--- src/rtl/rst_req_sched_if.sv ---
// rst_req_sched_if: reset request inputs and reset-generator/status outputs of the scheduler.
interface rst_req_sched_if;
    logic       sw_cpu_rst_req;
    logic       dbg_cpu_rst_req;
    logic       sw_sys_rst_req;
    logic       pmu_off_req;
    logic       cause_clr;
    logic [1:0] cpu_soft_rst;
    logic       pmu_rst_ctl;
    logic       rst_busy;
    logic       rst_done;
    logic [3:0] rst_cause;

    modport master (
        output sw_cpu_rst_req, dbg_cpu_rst_req, sw_sys_rst_req, pmu_off_req, cause_clr,
        input  cpu_soft_rst, pmu_rst_ctl, rst_busy, rst_done, rst_cause
    );

    modport slave (
        input  sw_cpu_rst_req, dbg_cpu_rst_req, sw_sys_rst_req, pmu_off_req, cause_clr,
        output cpu_soft_rst, pmu_rst_ctl, rst_busy, rst_done, rst_cause
    );
endinterface

--- src/rtl/rst_req_sched.sv ---
// rst_req_sched: arbitrates soft-reset and PMU power-off requests into timed
// cpu_soft_rst / pmu_rst_ctl sequences with hold, guard and minimum-off spacing.
module rst_req_sched #(
    parameter int HOLD_CYC    = 4,
    parameter int GUARD_CYC   = 40,
    parameter int PMU_MIN_CYC = 16
) (
    input  logic           clk_osc,
    input  logic           reset_osc,
    rst_req_sched_if.slave bus
);
    localparam logic [7:0] HOLD_LAST  = 8'(HOLD_CYC - 1);
    localparam logic [7:0] GUARD_LAST = 8'(GUARD_CYC - 1);
    localparam logic [7:0] PMU_LAST   = 8'(PMU_MIN_CYC - 1);

    typedef enum logic [1:0] {IDLE, ASSERT, GUARD, PMU_OFF} state_e;

    state_e     state_q, state_d;
    logic [7:0] cnt_q, cnt_d;
    logic       pend_sw_q, pend_sw_d, pend_dbg_q, pend_dbg_d, pend_sys_q, pend_sys_d;
    logic [1:0] code_q, code_d;
    logic       pmu_ctl_q, pmu_ctl_d, busy_q, busy_d, done_q, done_d;
    logic [3:0] cause_q, cause_d, grant_cause;
    logic       sw, dbg, sys, accept;

    always_comb begin
        accept      = state_q != PMU_OFF;
        sw          = pend_sw_q | (bus.sw_cpu_rst_req & accept);
        dbg         = pend_dbg_q | (bus.dbg_cpu_rst_req & accept);
        sys         = pend_sys_q | (bus.sw_sys_rst_req & accept);
        state_d     = state_q;
        cnt_d       = (cnt_q == 8'hff) ? cnt_q : cnt_q + 8'd1;
        pend_sw_d   = sw;
        pend_dbg_d  = dbg;
        pend_sys_d  = sys;
        code_d      = code_q;
        pmu_ctl_d   = pmu_ctl_q;
        busy_d      = busy_q;
        done_d      = 1'b0;
        grant_cause = 4'b0000;
        case (state_q)
            IDLE: begin
                // Grants consume the current-cycle pulses together with the pending bits
                if (bus.pmu_off_req) begin
                    state_d     = PMU_OFF;
                    cnt_d       = 8'd0;
                    pmu_ctl_d   = 1'b0;
                    busy_d      = 1'b1;
                    grant_cause = 4'b1000;
                    pend_sw_d   = 1'b0;
                    pend_dbg_d  = 1'b0;
                    pend_sys_d  = 1'b0;
                end else if (sys || sw || dbg) begin
                    state_d     = ASSERT;
                    cnt_d       = 8'd0;
                    code_d      = sys ? 2'b10 : 2'b01;
                    busy_d      = 1'b1;
                    grant_cause = {1'b0, sys, dbg, sw};
                    pend_sw_d   = 1'b0;
                    pend_dbg_d  = 1'b0;
                    pend_sys_d  = 1'b0;
                end
            end
            ASSERT: begin
                if (cnt_q == HOLD_LAST) begin
                    state_d = GUARD;
                    cnt_d   = 8'd0;
                    code_d  = 2'b00;
                end
            end
            GUARD: begin
                if (cnt_q == GUARD_LAST) begin
                    state_d = IDLE;
                    cnt_d   = 8'd0;
                    busy_d  = 1'b0;
                    done_d  = 1'b1;
                end
            end
            PMU_OFF: begin
                if (!bus.pmu_off_req && cnt_q >= PMU_LAST) begin
                    state_d   = GUARD;
                    cnt_d     = 8'd0;
                    pmu_ctl_d = 1'b1;
                end
            end
        endcase
        cause_d = (bus.cause_clr ? 4'b0000 : cause_q) | grant_cause;
    end

    always_ff @(posedge clk_osc) begin
        if (reset_osc) begin
            state_q    <= IDLE;
            cnt_q      <= 8'd0;
            pend_sw_q  <= 1'b0;
            pend_dbg_q <= 1'b0;
            pend_sys_q <= 1'b0;
            code_q     <= 2'b00;
            pmu_ctl_q  <= 1'b1;
            busy_q     <= 1'b0;
            done_q     <= 1'b0;
            cause_q    <= 4'b0000;
        end else begin
            state_q    <= state_d;
            cnt_q      <= cnt_d;
            pend_sw_q  <= pend_sw_d;
            pend_dbg_q <= pend_dbg_d;
            pend_sys_q <= pend_sys_d;
            code_q     <= code_d;
            pmu_ctl_q  <= pmu_ctl_d;
            busy_q     <= busy_d;
            done_q     <= done_d;
            cause_q    <= cause_d;
        end
    end

    assign bus.cpu_soft_rst = code_q;
    assign bus.pmu_rst_ctl  = pmu_ctl_q;
    assign bus.rst_busy     = busy_q;
    assign bus.rst_done     = done_q;
    assign bus.rst_cause    = cause_q;
endmodule

--- src/flat_wrapper.sv ---
// flat-port wrapper written by rule: the top's interface ports become plain ports
module rst_req_sched_flat 
#(
    parameter int HOLD_CYC    = 4,
    parameter int GUARD_CYC   = 40,
    parameter int PMU_MIN_CYC = 16
)
  (clk_osc, reset_osc, bus_sw_cpu_rst_req, bus_dbg_cpu_rst_req, bus_sw_sys_rst_req, bus_pmu_off_req, bus_cause_clr, bus_cpu_soft_rst, bus_pmu_rst_ctl, bus_rst_busy, bus_rst_done, bus_rst_cause);
  rst_req_sched_if bus_i ();
  input  logic clk_osc;
  input  logic reset_osc;
  input wire logic [$bits(bus_i.sw_cpu_rst_req)-1:0] bus_sw_cpu_rst_req;
  input wire logic [$bits(bus_i.dbg_cpu_rst_req)-1:0] bus_dbg_cpu_rst_req;
  input wire logic [$bits(bus_i.sw_sys_rst_req)-1:0] bus_sw_sys_rst_req;
  input wire logic [$bits(bus_i.pmu_off_req)-1:0] bus_pmu_off_req;
  input wire logic [$bits(bus_i.cause_clr)-1:0] bus_cause_clr;
  output wire logic [$bits(bus_i.cpu_soft_rst)-1:0] bus_cpu_soft_rst;
  output wire logic [$bits(bus_i.pmu_rst_ctl)-1:0] bus_pmu_rst_ctl;
  output wire logic [$bits(bus_i.rst_busy)-1:0] bus_rst_busy;
  output wire logic [$bits(bus_i.rst_done)-1:0] bus_rst_done;
  output wire logic [$bits(bus_i.rst_cause)-1:0] bus_rst_cause;
  assign bus_i.sw_cpu_rst_req = bus_sw_cpu_rst_req;
  assign bus_i.dbg_cpu_rst_req = bus_dbg_cpu_rst_req;
  assign bus_i.sw_sys_rst_req = bus_sw_sys_rst_req;
  assign bus_i.pmu_off_req = bus_pmu_off_req;
  assign bus_i.cause_clr = bus_cause_clr;
  assign bus_cpu_soft_rst = bus_i.cpu_soft_rst;
  assign bus_pmu_rst_ctl = bus_i.pmu_rst_ctl;
  assign bus_rst_busy = bus_i.rst_busy;
  assign bus_rst_done = bus_i.rst_done;
  assign bus_rst_cause = bus_i.rst_cause;
  rst_req_sched #(.HOLD_CYC(HOLD_CYC), .GUARD_CYC(GUARD_CYC), .PMU_MIN_CYC(PMU_MIN_CYC)) u_core (.clk_osc(clk_osc), .reset_osc(reset_osc), .bus(bus_i));
endmodule
--- config.mk ---
export PLATFORM = sky130hd
export DESIGN_NAME = rst_req_sched_flat
export DESIGN_NICKNAME = d
export VERILOG_FILES = /design/src/rtl/rst_req_sched_if.sv /design/src/rtl/rst_req_sched.sv /design/src/flat_wrapper.sv
export SDC_FILE = /design/constraint.sdc
export NUM_CORES = 1
export LEC_CHECK = 0
export ABC_CLOCK_PERIOD_IN_PS = 2000
export CORE_ASPECT_RATIO = 0.75
export CORE_MARGIN = 2
export CORE_UTILIZATION = 50
export DETAILED_ROUTE_END_ITERATION = 12
export PLACE_DENSITY = 0.74
export SYNTH_ARGS = -nofsm -noshare
export SYNTH_HDL_FRONTEND = slang
export SYNTH_SLANG_ARGS = --single-unit
--- constraint.sdc ---
create_clock -name clk_osc -period 2 [get_ports clk_osc]
set_input_delay 0.4 -clock clk_osc [delete_from_list [all_inputs] [get_ports clk_osc]]
set_output_delay 0.4 -clock clk_osc [all_outputs]
set_load 0.02 [all_outputs]
# Word-level counts from Yosys, hierarchy flattened
# Index checks and enable logic that the tools add are counted.
# Widths: inputs -> output; s select.
[op_classes]
n_addsub = 1
order_cmp = 1
n_eq_ne = 14
n_mux = 39
n_bitwise = 8
n_reduce_logical = 13
[ops]
columns = ["cell", "count"]
rows = [
  ["$mux 8", 6],
  ["$pmux 8 s4", 1],
  ["$mux 2", 9],
  ["$mux 1", 15],
  ["$mux 4", 3],
  ["$add 8x1->8 const B", 1],
  ["$eq 8x2->1 const B", 1],
  ["$eq 8x6->1 const B", 1],
  ["$eq 8x8->1 const B", 1],
  ["$ge 8x4->1 const B", 1],
  ["$ne 2x1->1 const B", 4],
  ["$pmux 2 s4", 1],
  ["$reduce_and 4->1", 2],
  ["$ne 2x2->1 const B", 3],
  ["$reduce_and 3->1", 2],
  ["$reduce_bool 2->1", 3],
  ["$eq 2x2->1 const B", 2],
  ["$or 4x4->4", 1],
  ["$pmux 1 s2", 2],
  ["$pmux 2 s2", 1],
  ["$and 1x1->1", 3],
  ["$mux 3", 1],
  ["$ne 3x2->1 const B", 1],
  ["$or 1x1->1", 3],
  ["other kinds (7)", 8],
]
[word_totals]
register_bits = 22
out_inout_bits = 9

# Depth between registers and ports, before layout
# Gate-level depths: netlist of the first run.
[depth]
depth_word = 9
ltp_mapped = 5
mapped_depth_nobuf = 5

# Worst setup path after synthesis of the first run
# OpenSTA, ideal clock, no wires.
[synth_path]
kind = "register -> register"
startpoint = "register u_core.cnt_q[0]"
endpoint = "register u_core.cnt_q[2]"
setup_ns = 0.141
arrival_ns = 1.672
t_required_ns = 1.859
path_slack_ns = 0.187
stages_incl_launch_ff = 6
path_buffers = 0
synth_period_minus_slack_ns = 1.813
path_cell_list = "dfxtp_1 ha_1 nand3_1 a211o_1 a221oi_4 nor4_1"
[synth_via]
elab_chain_cells = 5
[synth_rtl]
columns = ["element", "line", "rtl"]
rows = [
  ["start, declared", "rst_req_sched.sv:19", "logic [7:0] cnt_q, cnt_d;"],
  ["start signal, assigned", "rst_req_sched.sv:104", "cnt_q <= cnt_d;"],
  ["$add 8x1->8 or $eq 8x8->1 (tied branches)", "rst_req_sched.sv:32", "cnt_d = (cnt_q == 8'hff) ? cnt_q : cnt_q + 8'd1;"],
  ["$mux 8", "rst_req_sched.sv:32", ""],
  ["$mux 8", "rst_req_sched.sv:53", "end else if (sys || sw || dbg) begin"],
  ["$mux 8", "rst_req_sched.sv:44", "if (bus.pmu_off_req) begin"],
  ["$pmux 8 s4 *", "rst_req_sched.sv:41", "case (state_q)"],
]
# Mark *: on every way between the ends. The rest lies on a longest branch, timed or not.
# A chain may end at the register's enable or synchronous reset.

# Final worst setup path of the first run
[layout_path]
startpoint = "input bus_sw_sys_rst_req"
endpoint = "register u_core.cnt_q[4]"
[layout_via]
elab_chain_cells = 7
[layout_rtl]
columns = ["element", "line", "rtl"]
rows = [
  ["start, declared", "flat_wrapper.sv:14", "input wire logic [$bits(bus_i.sw_sys_rst_req)-1:0] bus_sw_sys_rst_req;"],
  ["$and 1x1->1", "rst_req_sched.sv:30", "sys = pend_sys_q | (bus.sw_sys_rst_req & accept);"],
  ["$or 1x1->1", "rst_req_sched.sv:30", ""],
  ["$logic_or 1x1->1 (2 in a row)", "rst_req_sched.sv:53", ""],
  ["$mux 8", "rst_req_sched.sv:53", ""],
  ["$mux 8", "rst_req_sched.sv:44", ""],
  ["$pmux 8 s4", "rst_req_sched.sv:41", ""],
]
# No other way between the ends.

==> flow_metrics.env, run 1 <==
export IMPL_grt_pass1_vias=1033
export IMPL_ys_seq_area_share_pct=40.05
export IMPL_cp_required_ns=2.23
export IMPL_cts_tree="built"
export IMPL_met2_usage_pct=38.18
export IMPL_async_reset_ff_share_pct=0
export IMPL_p_leak_nw=0.5434
export IMPL_path_max_fanout=5
export IMPL_syn_cell_area_sq_um=1100
export IMPL_drv_slew=0
export IMPL_syn_area_per_cell_sq_um=9.165
export IMPL_crit_family="compound AO/OA/AOI/OAI gates"
export IMPL_worstSetupPathType="in -> reg"
export IMPL_final_nets=162
export IMPL_synthToLayoutAreaGrowth_pct=32.08
export IMPL_crit_arrival_ns=2.09
export IMPL_portBuffers=15
export IMPL_yosys_area_share_simple_pct=24.00
export IMPL_netSwitchingFraction_pct=27.79
export IMPL_cpMaxStageDelayCell="a2111oi_4"
export IMPL_pwr_share_seq_pct=44.8
export IMPL_clk_pin_slew_ns=0.13
export IMPL_die_x_um=58.16
export IMPL_ys_flop_type="dfxtp_1"
export IMPL_synth_xor_xnor_area_share_pct=1.593
export IMPL_drt_iter0_drc=35
export IMPL_n_fill_cell=146
export IMPL_grt_use_met3_pct=5.263
export IMPL_post_route_drc_count=0
export IMPL_synth_compound_area_share_pct=25.37
export IMPL_drv_cap=0
export IMPL_drt_pass1_iterations=4
export IMPL_synthMuxAreaShare_pct=3.754
export IMPL_fmax_ghz=0.5389
export IMPL_final_cells=177
export IMPL_synth_edf_count=0
export IMPL_synth_adder_area_share_pct=1.138
export IMPL_fp_dieArea_sq_um=2595
export IMPL_end_kind="register"
export IMPL_synth_fp_nets=128
export IMPL_dp_cells=171
export IMPL_p_total_mw=1.109
export IMPL_pre_cts_ws_ns=-0.1607
export IMPL_fin_setup_tns_ns=0
export IMPL_crit_chain="clkdlybuf4s50_1 > a2bb2oi_1 > a2111oi_4 > a221oi_4 > buf_4 > a2111oi_4"
export IMPL_die_y_um=44.62
export IMPL_root_buffer="clkbuf_4"
export IMPL_vdd_drop_max_mv=0.7673
export IMPL_clock_tree_buffer_depth=2
export IMPL_core_area_sq_um=2049
export IMPL_diodes=0
export IMPL_p_switching_mw=0.3082
export IMPL_p_int_mw=0.8006
export IMPL_ios=16
export IMPL_grt_ovfl_total=0
export IMPL_gr_usage_met1_pct=32.25
export IMPL_vias=1019
export IMPL_combPwrFrac_pct=24.3
export IMPL_maxSlewHeadroom_pct=64.71
export IMPL_dp_final_hpwl_um=2037
export IMPL_synth_top_family_by_area="compound AO/OA/AOI/OAI gates"
export IMPL_drive_gt1_share_pct=21.57
export IMPL_crit_path_frequent_cell="a2111oi_4"
export IMPL_antenna_found_initial=0
export IMPL_via_per_inst=5.757
export IMPL_rows=14
export IMPL_wire_per_inst_um=14.92
export IMPL_setup_viol=0
export IMPL_grt_pass1_wl_um=4609
export IMPL_hold_viol=0
export IMPL_cp_slowest_stage_delay_ns=0.44
export IMPL_layout_min_cycle_time_ns=1.856
export IMPL_grt_max_degree=16
export IMPL_groute_usage_overall_pct=23.55
export IMPL_synth_cells=120
export IMPL_clock_latency_ns=0.32
export IMPL_path_buf_inv=2
export IMPL_setup_slack_ns=0.1444
export IMPL_cp_start_kind="input port"
export IMPL_initial_core_util_pct=53.66
export IMPL_cts_htree_levels=1
export IMPL_place_congestion=0.7914
export IMPL_antenna_left=0
export IMPL_status="finished clean"
export IMPL_cts_sinks=22
export IMPL_ys_warnings_count=0
export IMPL_fin_crit_sh_pct=92.78
export IMPL_fin_hold_ws_ns=0.4793
export IMPL_rsz0062_at_grt="false"
export IMPL_ys_ff_latch=22
export IMPL_worst_slew_pin_slew_ns=0.5294
export IMPL_clkPwrFrac_pct=30.9
export IMPL_hold_class="reg -> reg"
export IMPL_cts_buffers=3
export IMPL_synth_cell_types=41
export IMPL_power_density_nw_per_um2=763.3
export IMPL_drt_total_wl_um=2640
export IMPL_fin_skew_ns=0.01038
export IMPL_busiest_layer="met2"
==> per-stage QoR <==
stage	util (%)	instance area (sq um)
final	70.88	1453
after global routing	70.88	1453
after CTS	69.78	1430
after detailed placement	67.22	1378
after global placement	67.22	1378
after floorplan	-	1100
==> cell families (layout without fill, tap and decap cells) <==
family | count (synthesis) | in the layout
xor+xnor | 2 | 2
compound gates | 33 | 33
fa+ha+maj | 1 | 1
mux | 4 | 4
buf+inv | 9 | 42
simple gates | 49 | 49
flops | 22 | 22
==> Yosys cell counts (2+ instances only) <==
cell,instances,area share (%)
nor4_1,5,2.8
a21oi_1,13,5.9
inv_1,4,1.4
buf_4,3,2.0
dfxtp_1,22,40
nor3_1,8,3.6
a31oi_1,3,1.7
clkbuf_1,2,0.68
nand2b_1,2,1.1
nor2_1,10,3.4
nor2b_1,4,2.3
nand2_1,8,2.7
mux2i_1,3,2.7
o21ai_0,2,0.91
a211oi_1,2,1.4
nand3_1,3,1.4
a2111oi_4,2,5.0
==> flip-flops by register name (all words and copies together) (netlist names) <==
signal,count
u_core.pend_sw_q,1
u_core.state_q,2
u_core.cnt_q,8
u_core.bus.cpu_soft_rst,2
u_core.bus.rst_done,1
u_core.pend_sys_q,1
u_core.bus.rst_busy,1
u_core.pend_dbg_q,1
u_core.bus.pmu_rst_ctl,1
u_core.bus.rst_cause,4
==> power groups by stage <==
stage / logic (mW) / clock network (mW) / registers [mW]
after floorplan: 0.142 / 0 / 0.512
after global placement: 0.248 / 0 / 0.503
after detailed placement: 0.254 / 0 / 0.506
after CTS: 0.257 / 0.350 / 0.496
after global routing: 0.292 / 0.366 / 0.500
final: 0.269 / 0.343 / 0.497
==> final timing paths <==
path         depth (start not counted)                  end                start  slack [ns]
max                                  6      u_core.cnt_q[4]   bus_sw_sys_rst_req        0.14
min                                  2  u_core.bus.rst_busy  u_core.bus.rst_busy        0.48
max reg2reg                          5      u_core.cnt_q[4]    u_core.pend_sys_q        0.15
min reg2reg                          2  u_core.bus.rst_busy  u_core.bus.rst_busy        0.48
==> per-layer routing <==
metal | vias to the layer above | share of wire, %
li1 | 513 | -
met1 | 477 | 50
met2 | 25 | 46
met3 | 4 | 3.4
met4 | 0 | 0.80
met5 | - | 0
==> layout by cell type, fill, tap and decap left out, types with 3 or more instances in the layout <==
cell type / Yosys / final
nor2b_1: 4 / 4
clkbuf_4: 0 / 3
clkdlybuf4s50_1: 0 / 15
a21oi_1: 13 / 13
dfxtp_1: 22 / 21
nand3_1: 3 / 3
nor3_1: 8 / 8
nor2_1: 10 / 10
nor4_1: 5 / 5
nand2_1: 8 / 8
a31oi_1: 3 / 3
inv_1: 4 / 4
mux2i_1: 3 / 3
buf_4: 3 / 19
==> final cells by class <==
class	instances	area [sq um]	share of cell area, %
flip-flops and latches	22	441.7	30.40
clock inverters	1	30.03	2.067
inverters	4	15.01	1.034
repair buffers	34	292.8	20.16
clock buffers	3	22.52	1.550
multi-input cells	89	620.6	42.72
well taps	24	30.03	2.067
==> worst reg2reg max path, cell delays in order (launching register included) <==
cell and delay [ns]:
dfxtp_1 0.37, or2_1 0.29, a2111oi_4 0.48, a221oi_4 0.15
buf_4 0.19, a2111oi_4 0.30
==> what timing repair did <==
action	in CTS	in global routing
hold buffers	0	0
gates resized for setup	0	2
endpoints found under the setup margin	0	10
setup buffers	0	2
endpoints found under the hold margin	0	0
(Power assumes the default switching activity.)
==> run 2: changes to the inputs <==
Settings changed: PLACE_DENSITY 0.74 to 0.76, SKIP_LAST_GASP from default to 1.
==> run 2 against run 1 <==
  * Combinational power down 2%
  * Final area down 4.1%
  * Critical path depth unchanged
  * Maximum frequency up 0.25%
  * Die area unchanged
  * First-iteration DRC count down 11%
  * Flip-flop and latch count unchanged
  * Clock power down 28%
  * Register-to-register slack better by 0.03 ns
  * Non-clock buffer count down 8
  * Final cell count down 4.5%
  * Critical endpoint unchanged
==> flow_metrics.env, run 2 (synthesized netlist as in run 1, its figures left out) <==
export IMPL_drt_pass1_iterations=4
export IMPL_drive_gt1_share_pct=17.93
export IMPL_antenna_found_initial=0
export IMPL_fmax_ghz=0.5402
export IMPL_seqCellArea_sq_um=441.7
export IMPL_worst_slew_pin_slew_ns=0.5210
export IMPL_dp_cells=165
export IMPL_core_area_sq_um=2049
export IMPL_post_route_drc_count=0
export IMPL_cts_sinks=22
export IMPL_fp_dieArea_sq_um=2595
export IMPL_cts_tree="built"
export IMPL_final_area_sq_um=1393
export IMPL_crit_path_frequent_cell="a2111oi_4"
export IMPL_drv_slew=0
export IMPL_path_buf_inv=2
export IMPL_drt_iter0_drc=31
export IMPL_fin_crit_sh_pct=92.55
export IMPL_mostFrequentLayoutCell="dfxtp_1"
export IMPL_drv_cap=0
export IMPL_die_y_um=44.62
export IMPL_hold_viol=0
export IMPL_fin_hold_ws_ns=0.4649
export IMPL_grt_pass1_vias=878
export IMPL_p_leak_nw=0.5012
export IMPL_largest_register_ffs=8
export IMPL_final_cells=169
export IMPL_vdd_drop_max_mv=0.4832
export IMPL_cts_htree_levels=1
export IMPL_cp_slowest_stage_delay_ns=0.45
export IMPL_setup_viol=0
export IMPL_antenna_left=0
export IMPL_cp_required_ns=2.23
export IMPL_grt_pass1_wl_um=4105
export IMPL_final_nets=154
export IMPL_cp_start_kind="input port"
export IMPL_layout_min_cycle_time_ns=1.851
export IMPL_layout_common_cells="21 x dfxtp_1, 15 x clkdlybuf4s50_1, 12 x a21oi_1, 10 x nor2_1, 10 x buf_4"
export IMPL_rows=14
export IMPL_multiInputGateArea_sq_um=624.3
export IMPL_drt_total_wl_um=2511
export IMPL_clock_latency_ns=0.32
export IMPL_end_kind="register"
export IMPL_post_cts_repair_setup_buffers=0
export IMPL_portBuffers=15
export IMPL_clock_tree_buffer_depth=2
export IMPL_crit_family="compound AO/OA/AOI/OAI gates"
export IMPL_vias=972
export IMPL_n_fill_cell=167
export IMPL_status="finished clean"
export IMPL_rsz0062_at_grt="false"
export IMPL_power_density_nw_per_um2=722.0
export IMPL_fin_setup_tns_ns=0
export IMPL_initial_core_util_pct=53.66
export IMPL_maxSlewHeadroom_pct=64.95
export IMPL_diodes=0
export IMPL_ios=16
export IMPL_dpl_instance_area_sq_um=1345
export IMPL_crit_chain="clkdlybuf4s50_1 > a2bb2oi_1 > a2111oi_4 > a221oi_4 > buf_12 > a2111oi_4"
export IMPL_via_per_inst=5.751
export IMPL_hold_class="reg -> reg"
export IMPL_clk_pin_slew_ns=0.12
export IMPL_place_congestion=0.8348
export IMPL_wire_per_inst_um=14.86
export IMPL_dp_final_hpwl_um=1939
export IMPL_fin_skew_ns=0.005797
export IMPL_grt_max_degree=13
export IMPL_synthToLayoutAreaGrowth_pct=26.62
export IMPL_regMostFlops="u_core.cnt_q"
export IMPL_root_buffer="clkbuf_4"
export IMPL_path_max_fanout=8
export IMPL_crit_arrival_ns=2.08
export IMPL_cpMaxStageDelayCell="a2111oi_4"
export IMPL_groute_usage_overall_pct=21.36
export IMPL_die_x_um=58.16
export IMPL_grt_ovfl_total=0
export IMPL_worstSetupPathType="in -> reg"
export IMPL_cts_buffers=3
-- run 2: final cells by class --
| type | instances | area share [%] |
|---|---|---|
| flip-flops and latches | 22 | 31.72 |
| well taps | 24 | 2.156 |
| inverters | 4 | 1.078 |
| multi-input cells | 89 | 44.83 |
| repair buffers | 26 | 17.61 |
| clock buffers | 4 | 2.606 |
-- run 2: worst paths after layout --
path / from / to / slack (ns) / cells after the start
max: bus_sw_sys_rst_req / u_core.cnt_q[4] / 0.15 / 6
min: u_core.bus.rst_busy / u_core.bus.rst_busy / 0.46 / 2
max reg2reg: u_core.pend_sys_q / u_core.cnt_q[4] / 0.18 / 5
min reg2reg: u_core.bus.rst_busy / u_core.bus.rst_busy / 0.46 / 2
-- run 2: tightest hold or removal path, stage by stage, from the launching register on --
cell and delay [ns]:
dfxtp_1 0.33, nand2_1 0.05, a21oi_1 0.05
-- run 2: per-layer routing --
layer	vias to the layer above	part of all wire, %	track usage, %
met5	-	0	0
met4	0	0.44	3.256
met3	2	5.3	7.602
met2	22	43	30.23
met1	454	52	31.61
li1	494	-	-
-- run 2: per-stage QoR --
step	power, mW	util (%)	setup WS [ns]
finish	1.006	67.95	0.1490
global route	1.052	67.95	0.03576
CTS	1.011	67.58	0.07509
detailed placement	0.7648	65.63	-0.2118
global placement	0.7569	65.63	-0.1115
floorplan	0.6542	-	0.1873
-- run 2: repair_timing --
action / CTS / global route
resized for setup: 1 / 2
endpoints found under the setup margin: 1 / 9
hold buffers: 0 / 0
-- run 2: power breakdown --
group          leakage, nW  internal, mW  switching [mW]
Sequential           0.180         0.468          0.0275
Combinational        0.300         0.126           0.137
Clock               0.0210         0.111           0.136
==> run 3: changes to the inputs <==
Settings changed: CTS_BUF_LIST from default to sky130_fd_sc_hd__clkbuf_4 sky130_fd_sc_hd__clkbuf_8.
==> results of run 3 <==
The final DEF is identical to that of run 2; final timing and power are the same.
